### src/rtl/ack_bus_pkg.sv
// Shared definitions for the ack bus request sources: bus IDs, source FSM states and
// default sizing constants.
package ack_bus_pkg;

  localparam logic [1:0] ACK_ID_MEM  = 2'b00;
  localparam logic [1:0] ACK_ID_SHA  = 2'b01;
  localparam logic [1:0] ACK_ID_AES  = 2'b10;
  localparam logic [1:0] ACK_ID_CTRL = 2'b11;

  localparam int unsigned ACK_DEF_MAX_PENDING    = 4;
  localparam int unsigned ACK_DEF_HOLDOFF_CYCLES = 2;
  localparam int unsigned ACK_DEF_TIMEOUT_CYCLES = 64;

  typedef enum logic [1:0] {
    IDLE    = 2'd0,
    REQ     = 2'd1,
    HOLDOFF = 2'd2
  } ack_src_state_t;

endpackage

### src/rtl/ack_pending_counter.sv
// Saturating up/down counter of outstanding acks; simultaneous inc/dec cancel, and an inc
// that arrives at saturation without a dec is dropped and flagged (sticky).
module ack_pending_counter
  import ack_bus_pkg::*;
#(
  parameter int unsigned MAX_COUNT = ACK_DEF_MAX_PENDING,
  localparam int unsigned CW = $clog2(MAX_COUNT + 1)
) (
  input  logic          clk,
  input  logic          rst,
  input  logic          inc_i,
  input  logic          dec_i,
  output logic [CW-1:0] count_o,
  output logic [CW-1:0] count_next_o,
  output logic          overflow_o
);

  logic [CW-1:0] r_count;
  logic [CW-1:0] w_count_d;
  logic          r_overflow;
  logic          w_overflow_set;

  always_comb begin
    w_count_d      = r_count;
    w_overflow_set = 1'b0;
    unique case ({inc_i, dec_i})
      2'b10: begin
        if (r_count == CW'(MAX_COUNT)) w_overflow_set = 1'b1;
        else                           w_count_d      = r_count + 1'b1;
      end
      2'b01: begin
        if (r_count != '0) w_count_d = r_count - 1'b1;
      end
      default: ;
    endcase
  end

  always_ff @(posedge clk) begin
    if (rst) begin
      r_count    <= '0;
      r_overflow <= 1'b0;
    end else begin
      r_count    <= w_count_d;
      r_overflow <= r_overflow | w_overflow_set;
    end
  end

  assign count_o      = r_count;
  assign count_next_o = w_count_d;
  assign overflow_o   = r_overflow;

endmodule

### src/rtl/ack_req_source.sv
// Per-module ack bus request source: turns done pulses into a held request with post-grant
// holdoff. Optional grant-wait timeout flag enabled by the ACK_TIMEOUT_EN macro.
module ack_req_source
  import ack_bus_pkg::*;
#(
  parameter logic [1:0]  SRC_ID         = ACK_ID_MEM,
  parameter int unsigned MAX_PENDING    = ACK_DEF_MAX_PENDING,
  parameter int unsigned HOLDOFF_CYCLES = ACK_DEF_HOLDOFF_CYCLES,
  parameter int unsigned TIMEOUT_CYCLES = ACK_DEF_TIMEOUT_CYCLES,
  localparam int unsigned PW = $clog2(MAX_PENDING + 1)
) (
  input  logic          clk,
  input  logic          rst,
  input  logic          done_i,
  input  logic          ack_ready_i,
  output logic          req_o,
  output logic [PW-1:0] pending_o,
  output logic          overflow_o,
  output logic [1:0]    src_id_o,
  output logic          timeout_o
);

  localparam int unsigned HW = (HOLDOFF_CYCLES > 1) ? $clog2(HOLDOFF_CYCLES) : 1;

  ack_src_state_t r_state, w_state_d;
  logic [HW-1:0]  r_hold, w_hold_d;
  logic           r_req;
  logic           w_grant;
  logic [PW-1:0]  w_count_next;

  assign w_grant = r_req & ack_ready_i;

  ack_pending_counter #(
    .MAX_COUNT (MAX_PENDING)
  ) u_pending (
    .clk          (clk),
    .rst          (rst),
    .inc_i        (done_i),
    .dec_i        (w_grant),
    .count_o      (pending_o),
    .count_next_o (w_count_next),
    .overflow_o   (overflow_o)
  );

  always_comb begin
    w_state_d = r_state;
    w_hold_d  = r_hold;
    unique case (r_state)
      IDLE: begin
        if (w_count_next != '0) w_state_d = REQ;
      end
      REQ: begin
        if (w_grant) begin
          if (HOLDOFF_CYCLES == 0) begin
            w_state_d = (w_count_next != '0) ? REQ : IDLE;
          end else begin
            w_state_d = HOLDOFF;
            w_hold_d  = HW'(HOLDOFF_CYCLES - 1);
          end
        end
      end
      HOLDOFF: begin
        if (r_hold == '0) w_state_d = (w_count_next != '0) ? REQ : IDLE;
        else              w_hold_d  = r_hold - 1'b1;
      end
      default: w_state_d = IDLE;
    endcase
  end

  always_ff @(posedge clk) begin
    if (rst) begin
      r_state <= IDLE;
      r_hold  <= '0;
      r_req   <= 1'b0;
    end else begin
      r_state <= w_state_d;
      r_hold  <= w_hold_d;
      r_req   <= (w_state_d == REQ);
    end
  end

  assign req_o    = r_req;
  assign src_id_o = SRC_ID;

`ifdef ACK_TIMEOUT_EN
  localparam int unsigned TW = $clog2(TIMEOUT_CYCLES + 1);

  logic [TW-1:0] r_wait, w_wait_d;
  logic          r_timeout;

  // Wait restarts on every fresh request, including a back-to-back re-request after a grant.
  always_comb begin
    w_wait_d = r_wait;
    if (r_state != REQ || w_grant) w_wait_d = '0;
    else if (r_wait != TW'(TIMEOUT_CYCLES)) w_wait_d = r_wait + 1'b1;
  end

  always_ff @(posedge clk) begin
    if (rst) begin
      r_wait    <= '0;
      r_timeout <= 1'b0;
    end else begin
      r_wait    <= w_wait_d;
      r_timeout <= r_timeout | ((r_state == REQ) && !w_grant && (w_wait_d == TW'(TIMEOUT_CYCLES)));
    end
  end

  assign timeout_o = r_timeout;
`else
  assign timeout_o = 1'b0;
`endif

endmodule
### config.mk
export PLATFORM = sky130hd
export DESIGN_NAME = ack_req_source
export DESIGN_NICKNAME = d
export VERILOG_FILES = /design/src/rtl/ack_bus_pkg.sv /design/src/rtl/ack_pending_counter.sv /design/src/rtl/ack_req_source.sv
export SDC_FILE = /design/constraint.sdc
export NUM_CORES = 1
export LEC_CHECK = 0
export BUFFER_PORTS_ARGS = -buffer_cell sky130_fd_sc_hd__buf_2
export CAP_MARGIN = 15
export CORE_AREA = 2 2 39 41
export DETAILED_ROUTE_END_ITERATION = 6
export DIE_AREA = 0 0 41 43
export PLACE_DENSITY_LB_ADDON = 0.1
export SYNTH_ARGS = -nofsm -noshare
export SYNTH_HDL_FRONTEND = slang
export SYNTH_SLANG_ARGS = --single-unit
### constraint.sdc
create_clock -name clk -period 1.7 [get_ports clk]
set_clock_uncertainty 0.1 [all_clocks]
set_input_delay 0.34 -clock clk [delete_from_list [all_inputs] [get_ports clk]]
set_output_delay 0.34 -clock clk [all_outputs]
set_load 0.02 [all_outputs]
==> results of run 1 <==
cell families after synthesis:
logic type / count (synthesis)
flip-flops: 8
other: 1
AND/OR/NAND/NOR: 19
buffers and inverters: 10
adder cells (fa/ha/maj): 5
multiplexers: 1
AO/OA/AOI/OAI: 18
state kept, by name, indices dropped and copies added, names as in the netlist:
register and flops:
r_hold 1, r_state 2, req_o 1, u_pending.count_o 3, u_pending.overflow_o 1
stage by stage:
| step | TNS [ns] | cells | utilization [%] |
|---|---|---|---|
| 4_1_cts | 0 | 96 | 49.0 |
| 6_report | 0 | 96 | 49.8 |
| 3_3_place_gp | -0.344 | 92 | 46.3 |
| 5_1_grt | -0.0996 | 96 | 49.8 |
| 2_1_floorplan | 0 | 64 | - |
| 3_5_place_dp | -0.402 | 92 | 46.3 |
layer usage:
| metal | track usage (%) | vias to the layer above | routed length (um) |
|---|---|---|---|
| met1 | 21.0 | 227 | 552 |
| li1 | - | 253 | - |
| met3 | 9.42 | 2 | 75 |
| met5 | 0 | - | 0 |
| met2 | 25.0 | 17 | 562 |
| met4 | 6.00 | 0 | 19 |
cells in the mapped netlist (2+ instances only):
cell	n
dfxtp_1	8
inv_1	6
a31oi_1	5
ha_1	5
nor2_1	5
a21oi_1	4
nor2b_1	4
buf_4	3
a211o_1	2
nand2_1	2
nand2b_1	2
nand3b_1	2
cells in the final DEF, fill, tap and decap left out, types with 3 or more instances in the layout:
cell / netlist / final
clkbuf_4: 0 / 3
nor2b_1: 4 / 4
a21oi_1: 4 / 4
buf_4: 3 / 9
a31oi_1: 5 / 4
ha_1: 5 / 3
dfxtp_1: 8 / 6
nor2_1: 5 / 5
conb_1: 1 / 3
buf_2: 0 / 8
inv_1: 6 / 5
worst min path at each step:
| stage | end | cells past startpoint | slack, ns | startpoint |
|---|---|---|---|---|
| after floorplan | u_pending.count_o[0] | 1 | 0.30 | rst |
| after global placement | u_pending.overflow_o | 2 | 0.35 | u_pending.overflow_o |
| after detailed placement | u_pending.overflow_o | 2 | 0.37 | u_pending.overflow_o |
| after CTS | u_pending.count_o[0] | 2 | 0.23 | rst |
| after global routing | u_pending.count_o[0] | 2 | 0.23 | rst |
| final | u_pending.count_o[0] | 2 | 0.23 | rst |
power by group:
part	total, W	leakage (nW)	internal (W)	switching (W)
Clock	0.000141	0.0138	0.0000805	0.0000608
Sequential	0.000234	0.0658	0.000212	0.0000215
Combinational	0.000279	0.215	0.000136	0.000143
what timing repair did:
item,CTS,global route
gates cloned,0,0
gates resized for setup,2,3
pin swaps,2,1
endpoints found under the setup margin,2,3
setup buffers,1,0
worst max-delay path, stage by stage, from the launching register on:
cell and delay [ns]:
dfxtp_2 0.33, nand2_2 0.07, ha_2 0.18, nand2b_1 0.14, a211o_1 0.33, a32oi_2 0.27, a31oi_1 0.12
final cells by class:
type	count	area, um^2
inverters	6	22.5
flip-flops and latches	8	163
well taps	16	20.0
clock buffers	3	22.5
repair buffers	17	108
multi-input cells	46	354
fillers	146	694
==> implementation parameters, run 1 <==
Parameter                              Value

Yosys
  Post-synthesis share of cell area spent on and, or, nand and nor gates    between 20% and 30%
  Share of synthesized area spent on multiplexers    1.88%
  Main flop type after synthesis    dfxtp_1
  Mapped cell area    between 500 and 600 um^2
  Sequential cell area fraction in the yosys report    30.1%
  Adder-Cell Fraction of Synth Area    approximately an eighth
  Cell types with the largest area share after synthesis    dfxtp_1 (30%), ha_1 (12%), a31oi_1 (5.9%)
  Number of flops mapped to enable cells by yosys    0
  XOR/XNOR share of the synthesized area    0%
  Synthesized area per cell    8.58 um^2
  Post-Syn Instances    62
  Count of distinct cell types in the synthesized netlist    26
  Synthesis-stage register bit count    8
  Share of synthesized registers carrying an async set or reset    0%
  Dominant combinational cell family by area after synthesis    compound AO/OA/AOI/OAI gates
  Yosys warns    0
  Top-area cell type share of the netlist area    30.1%
  Compound-gate portion of the synthesized area    between 20% and 30%
  Cell type with the highest aggregate area in the netlist    dfxtp_1

Drt
  Total via count in the routed design    499
  Antenna-violating nets left    0
  Violation count after the first detailed-routing iteration    6
  Routed vias/inst    5.20
  Residual DRC    0
  Total length of routed wires    approximately 1200 um
  Routed WL per cell    ~13 um
  Number of iterations in the first detailed-routing pass    5

STA
  Period Utilization, post-route    98.3%
  Smallest hold slack    0.233 ns
  Setup-failing EPs final    0
  Final worst-path setup slack    around 0.029 ns
  RSZ-0062 raised after global routing    yes
  Final Hold Vio Count    0
  Maximum frequency from static timing analysis    598 MHz
  Count of pins over their slew limit    0
  Final min period    around 1.7 ns

Critical path
  Path depth of the worst reg2reg path    6
  Kind of critical path    reg2reg
  Nature of the critical path endpoint    register
  Register-to-register setup slack    0.03 ns
  Data arrival time of the critical path    1.70 ns
  Reg-to-reg critical path endpoint    req_o
  Last element of the critical path    req_o
  Critical Path Start    req_o
  Critical path data required time    1.73 ns
  CP Max Fanout    3
  Worst R2R Start    req_o
  Type of origin of the critical path    register

Placement
  Worst Setup Slack post-DPL    -0.152 ns
  Final weighted congestion in routability-driven placement    a little over 0.7
  DP HPWL    859 um
  Number of buffers inserted by port buffering    8
  Placed inst area    641 um^2

Clocking
  Cell at the root of the clock tree    clkbuf_4
  Count of clock tree sinks    8
  Clock transition time at the flip-flop clock pins of the worst setup and hold paths    about 0.05 ns
  Num CTS Buffers    3
  Clock tree buffer depth    2
  Maximum level of the CTS H-tree    1
  Clock insertion delay at the later pin of the skew report    0.25 ns
  CTS Hold Buffers Added    0
  Clock tree from TritonCTS    done

Finish
  Final cell area excluding filler cells    689 um^2
  Layout area overhead    29.6%
  Post-layout net count    91
  Antenna diode count    0
  Fraction of final layout cells with drive strength greater than 1    37.5%

GRT
  First-pass GRT wire length    2030 um
  Pin count of the biggest net entering global routing    10
  GRT Residual Overflow    0
  Initial antenna violation count    0
  Total global-route track usage    17.3%
  Number of global-route vias before repair    492

Pwr
  Power density over the cells    949 nW/um^2
  Leak pwr    0.294 nW
  Max IR drop VDD    ~0.52 mV
  Final total power    0.000654 W

Status
  Result of the run    complete, no violations

Die
  Boundary pin count    12
  Placeable Area    about 1400 um^2
  Die width    41 um
  Starting utilization of the core area    between 30% and 40%
  Die outline height    43 um
  Std cell rows    14
  Die area    1760 um^2

Run
  Number of maximum-capacitance constraint violations    0

Hold path
  Class of the worst hold path    in2reg
(Power assumes the default switching activity.)
==> run 2: changes to the inputs <==
Settings changed: MAX_ROUTING_LAYER set to met4, SLEW_MARGIN set to 30.
Clock period 1.7 ns to 1.9 ns, I/O delays scaled along.
==> implementation parameters, run 2 (synthesis gave the netlist of run 1 again) <==
Parameter                              Value

Status
  Result of the run    complete, no violations

Critical path
  Register-to-register setup slack    0.11 ns
  Biggest cell delay along the critical path    0.39 ns
  Kind of critical path    reg2reg
  Number of buffer and inverter instances along the worst setup path    1
  Type of origin of the critical path    register
  Critical path's top delay family    compound AO/OA/AOI/OAI gates
  Critical path's slowest cell    ha_2
  Chain of cells forming the critical path    nand2_1 > inv_1 > ha_2 > and3b_1 > a311oi_2 > a31o_1 > a31oi_1
  Critical path data required time    1.92 ns
  Nature of the critical path endpoint    register
  Critical Path Start    req_o
  Data arrival time of the critical path    1.82 ns
  Worst R2R Start    req_o
  CP Max Fanout    8

Placement
  Final weighted congestion in routability-driven placement    0.731
  DP HPWL    831 um
  Number of buffers inserted by port buffering    8

Die
  Die area    1760 um^2
  Die width    41 um
  Boundary pin count    12
  Starting utilization of the core area    38.4%
  Die outline height    43 um
  Std cell rows    14
  Placeable Area    1380 um^2

Finish
  Most frequent cells in the layout    buf_2 (8), dfxtp_1 (8), inv_1 (6)
  Fraction of final layout cells with drive strength greater than 1    25.3%
  Antenna diode count    0
  Post-layout net count    86
  Core utilization of the finished layout    45.3%
  Max FFs per register    3
  Layout area overhead    17.9%

STA
  Period Utilization, post-route    94.3%
  Final Hold Vio Count    0
  Final min period    1.79 ns
  Count of pins over their slew limit    0
  RSZ-0062 raised after global routing    no
  Setup-failing EPs final    0
  Maximum frequency from static timing analysis    558 MHz
  TNS Setup    0 ns

Clocking
  Number of setup buffers added after CTS    0
  Clock tree from TritonCTS    done
  Maximum level of the CTS H-tree    1
  Clock transition time at the flip-flop clock pins of the worst setup and hold paths    roughly 0.050 ns
  Count of clock tree sinks    8
  Clock tree buffer depth    2
  Num CTS Buffers    3
  CTS Hold Buffers Added    0
  Cell at the root of the clock tree    clkbuf_4
  Clock insertion delay at the later pin of the skew report    roughly 0.25 ns

Drt
  Antenna-violating nets left    0
  Residual DRC    0
  Number of iterations in the first detailed-routing pass    4
  Violation count after the first detailed-routing iteration    13
  Routed vias/inst    between 5 and 6
  Routed WL per cell    12.1 um
  Total length of routed wires    roughly 1100 um
  Total via count in the routed design    around 480

Hold path
  Start point of the worst min-delay path    rst
  Class of the worst hold path    in2reg

GRT
  Number of global-route vias before repair    421
  GRT Residual Overflow    0
  Initial antenna violation count    0
  Pin count of the biggest net entering global routing    10
  First-pass GRT wire length    1850 um
  Total global-route track usage    between 15 and 20%

Run
  Number of maximum-capacitance constraint violations    0

Pwr
  Max IR drop VDD    0.444 mV
  Leak pwr    0.272 nW
  Power density over the cells    847 nW/um^2
[run 2: cell types whose count changed in the layout (fill, tap and decap cells not counted), sizes merged]
cell  previous run  this run
buf             17        12
[run 2: cell type report]
| type | count | area [um^2] |
|---|---|---|
| fill | 165 | 757 |
| multi-input combinational | 46 | 332 |
| sequential | 8 | 160 |
| timing repair buffer | 12 | 70.1 |
| clock buffer | 3 | 22.5 |
| inverter | 6 | 22.5 |
| tap | 16 | 20.0 |
[run 2: worst register-to-register path, cell delays in order, from the launching register on]
cell	delay, ns
dfxtp_1	0.31
nand2_1	0.08
inv_1	0.06
ha_2	0.39
and3b_1	0.20
a311oi_2	0.25
a31o_1	0.18
a31oi_1	0.09
[run 2: report_power, final]
| group | internal, W | switching, W | total (W) |
|---|---|---|---|
| combinational | 0.0000883 | 0.000114 | 0.000203 |
| clock | 0.0000720 | 0.0000537 | 0.000126 |
| sequential | 0.000188 | 0.0000149 | 0.000203 |
| total | 0.000348 | 0.000183 | 0.000531 |
[run 2: per-layer routing]
metal,vias to the layer above,GRT usage (%),share of wire (%)
met5,-,-,0
met4,0,2.00,0
met3,0,7.85,4.6
met2,13,22.8,49
met1,225,20.8,46
li1,238,-,-
[run 2: stage by stage]
step / power (W) / worst slack, ns / area [um^2] / hold WS (ns) / instances
4_1_cts: 0.000532 / 0.101 / 618 / 0.275 / 91
2_1_floorplan: 0.000347 / 0.139 / 539 / 0.349 / 64
3_5_place_dp: 0.000401 / -0.0654 / 596 / 0.369 / 88
6_report: 0.000531 / 0.108 / 627 / 0.284 / 91
3_3_place_gp: 0.000405 / -0.0294 / 596 / 0.351 / 88
5_1_grt: 0.000571 / 0.0223 / 627 / 0.283 / 91
[run 2: final timing paths]
check                                             to  depth (start not counted)
worst max register to register                 req_o                          7
worst min-delay path                      r_state[1]                          2
worst max-delay path                           req_o                          7
worst min register to register  u_pending.overflow_o                          2
[run 2: repair_timing]
item | 4_1_cts | 5_1_grt
resized for setup | 0 | 2
endpoints found under the hold margin | 0 | 0
setup endpoints to repair | 0 | 3
==> run 3: changes to the inputs <==
Settings changed: SYNTH_HIERARCHICAL set to 1.
==> implementation parameters, run 3 <==
Parameter                              Value

Status
  Result of the run    complete, no violations

Run
  Number of maximum-capacitance constraint violations    0

Clocking
  Clock tree buffer depth    2
  Maximum level of the CTS H-tree    1
  Count of clock tree sinks    8
  Clock transition time at the flip-flop clock pins of the worst setup and hold paths    about 0.050 ns
  CTS Hold Buffers Added    0
  Clock tree from TritonCTS    done
  Num CTS Buffers    3
  Clock insertion delay at the later pin of the skew report    ~0.25 ns
  Cell at the root of the clock tree    clkbuf_4

STA
  Period Utilization, post-route    98.7%
  Final min period    1.88 ns
  RSZ-0062 raised after global routing    yes
  Count of pins over their slew limit    0
  Setup-failing EPs final    0
  Maximum frequency from static timing analysis    533 MHz
  Final Hold Vio Count    0

GRT
  Total global-route track usage    17.1%
  Number of global-route vias before repair    roughly 480
  Met2 layer usage reported by global route    23.4%
  Pin count of the biggest net entering global routing    10
  Met3 Use GR    approximately a tenth
  First-pass GRT wire length    just under 2000 um
  Initial antenna violation count    0
  Busiest layer in global routing    met2
  GRT Residual Overflow    0
  Met1 layer usage reported by global route    21.7%

Die
  Std cell rows    14
  Die outline height    around 43 um
  Die area    around 1800 um^2
  Placeable Area    1380 um^2
  Boundary pin count    12
  Starting utilization of the core area    between 30% and 40%
  Die width    41 um

Yosys
  Cell type with the highest aggregate area in the netlist    dfxtp_1
  Main flop type after synthesis    dfxtp_1
  Synthesis-stage register bit count    8
  Count leader, synth    dfxtp_1
  Yosys warns    6
  Cell types with the largest area share after synthesis    dfxtp_1 (30%), ha_1 (12%), buf_4 (4.3%)
  Count of distinct cell types in the synthesized netlist    29
  Post-Syn Instances    61
  Top-area cell type share of the netlist area    30.3%
  Synthesized area per cell    between 8 and 9 um^2
  Sequential cell area fraction in the yosys report    between 30% and 40%
  Synth cell count leaders    dfxtp_1 (8), inv_1 (6), ha_1 (5), nor2_1 (5)
  Number of flops mapped to enable cells by yosys    0
  Mapped cell area    about 530 um^2
  Share of synthesized registers carrying an async set or reset    0%

Finish
  Most frequent cells in the layout    buf_4 (14), buf_2 (8), dfxtp_1 (7)
  Final cell area excluding filler cells    734 um^2
  Most frequent standard cell in the layout excluding fill and tap cells    buf_4
  Antenna diode count    0
  Max FFs per register    3
  Fraction of final layout cells with drive strength greater than 1    42.9%
  Post-layout net count    95
  Layout area overhead    38.8%

Pwr
  Final total power    0.000490 W
  Max IR drop VDD    0.455 mV
  Leak pwr    0.324 nW
  Power density over the cells    667 nW/um^2

Drt
  Routed vias/inst    about 4.9
  Residual DRC    0
  Antenna-violating nets left    0
  Number of iterations in the first detailed-routing pass    2
  Routed WL per cell    11.3 um
  Total length of routed wires    1130 um
  Violation count after the first detailed-routing iteration    1
  Total via count in the routed design    490

Critical path
  Critical path's slowest cell    dfxtp_2
  Nature of the critical path endpoint    register
  Data arrival time of the critical path    1.89 ns
  Kind of critical path    reg2reg
  Critical path's top delay family    simple AND/OR/NAND/NOR gates
  Chain of cells forming the critical path    and2_4 > inv_4 > ha_4 > mux2_4 > a211oi_2 > nor2_1 > nor4_2 > a2111oi_0
  Critical path data required time    1.92 ns
  CP Max Fanout    4
  Biggest cell delay along the critical path    0.32 ns
  Number of buffer and inverter instances along the worst setup path    1
  Type of origin of the critical path    register

Placement
  Number of buffers inserted by port buffering    8
  Final weighted congestion in routability-driven placement    0.761
  DP HPWL    just under 900 um
  Placed inst area    677 um^2

Hold path
  Class of the worst hold path    in2reg
## run 3: cell count changes after synthesis, sizes merged, moves of 2 or more
cell	previous run	this run
a211o	2	0
nand3	1	3
a31oi	5	2
nand2b	4	1
nand2	2	0
a2111oi	0	2
## run 3: worst reg2reg max path, cell delays in order, from the launching register on
cell       delay [ns]
dfxtp_2          0.32
and2_4           0.17
inv_4            0.04
ha_4             0.16
mux2_4           0.26
a211oi_2         0.22
nor2_1           0.10
nor4_2           0.30
a2111oi_0        0.10
## run 3: where the power goes
part	leakage, nW	internal (W)	switching, W
Sequential	0.0653	0.000182	0.0000119
Combinational	0.245	0.0000838	0.0000846
Clock	0.0138	0.0000722	0.0000561
Total	0.324	0.000338	0.000153
## run 3: path summary, 6_finish.rpt
path / startpoint / to / slack [ns] / cells after the start
max: req_o / r_state[0] / 0.02 / 8
min reg2reg: u_pending/overflow_o / u_pending/overflow_o / 0.36 / 2
max reg2reg: req_o / r_state[0] / 0.02 / 8
min: rst / r_hold / 0.32 / 2
## run 3: final cells by class
type | count | area [um^2]
inverters | 6 | 25.0
repair buffers | 22 | 145
clock buffers | 3 | 22.5
multi-input cells | 45 | 360
well taps | 16 | 20.0
flip-flops and latches | 8 | 161
fillers | 148 | 649
## run 3: kinds of logic after synthesis
family	after synthesis	synth area share [%]
buf+inv	10	10.6
simple gates	19	20.1
flops	8	30.3
fa+ha+maj	5	11.8
compound gates	16	21.8
other cells	1	0.709
mux	2	4.73
## run 3: timing repair
action                     CTS  global route
setup endpoints to repair    2             2
setup buffers                0             1
hold endpoints to repair     0             0
gates resized for setup      1             7
pin swaps                    1             7
## run 3: stage by stage
step | TNS [ns] | hold WS [ns] | utilization (%) | instances | worst slack [ns]
2_1_floorplan | 0 | 0.349 | - | 63 | 0.00788
3_3_place_gp | -0.389 | 0.351 | 48.9 | 96 | -0.198
3_5_place_dp | -0.347 | 0.359 | 48.9 | 96 | -0.175
4_1_cts | 0 | 0.300 | 51.0 | 99 | 0.00506
5_1_grt | -0.118 | 0.316 | 53.1 | 100 | -0.0772
6_report | 0 | 0.321 | 53.1 | 100 | 0.0247
## run 3: layer usage
metal  vias up  part of all wire, %
met1       222                   50
met4         0                    0
met3         0                  3.7
met2         9                   46
li1        259                    -
met5         -                    0
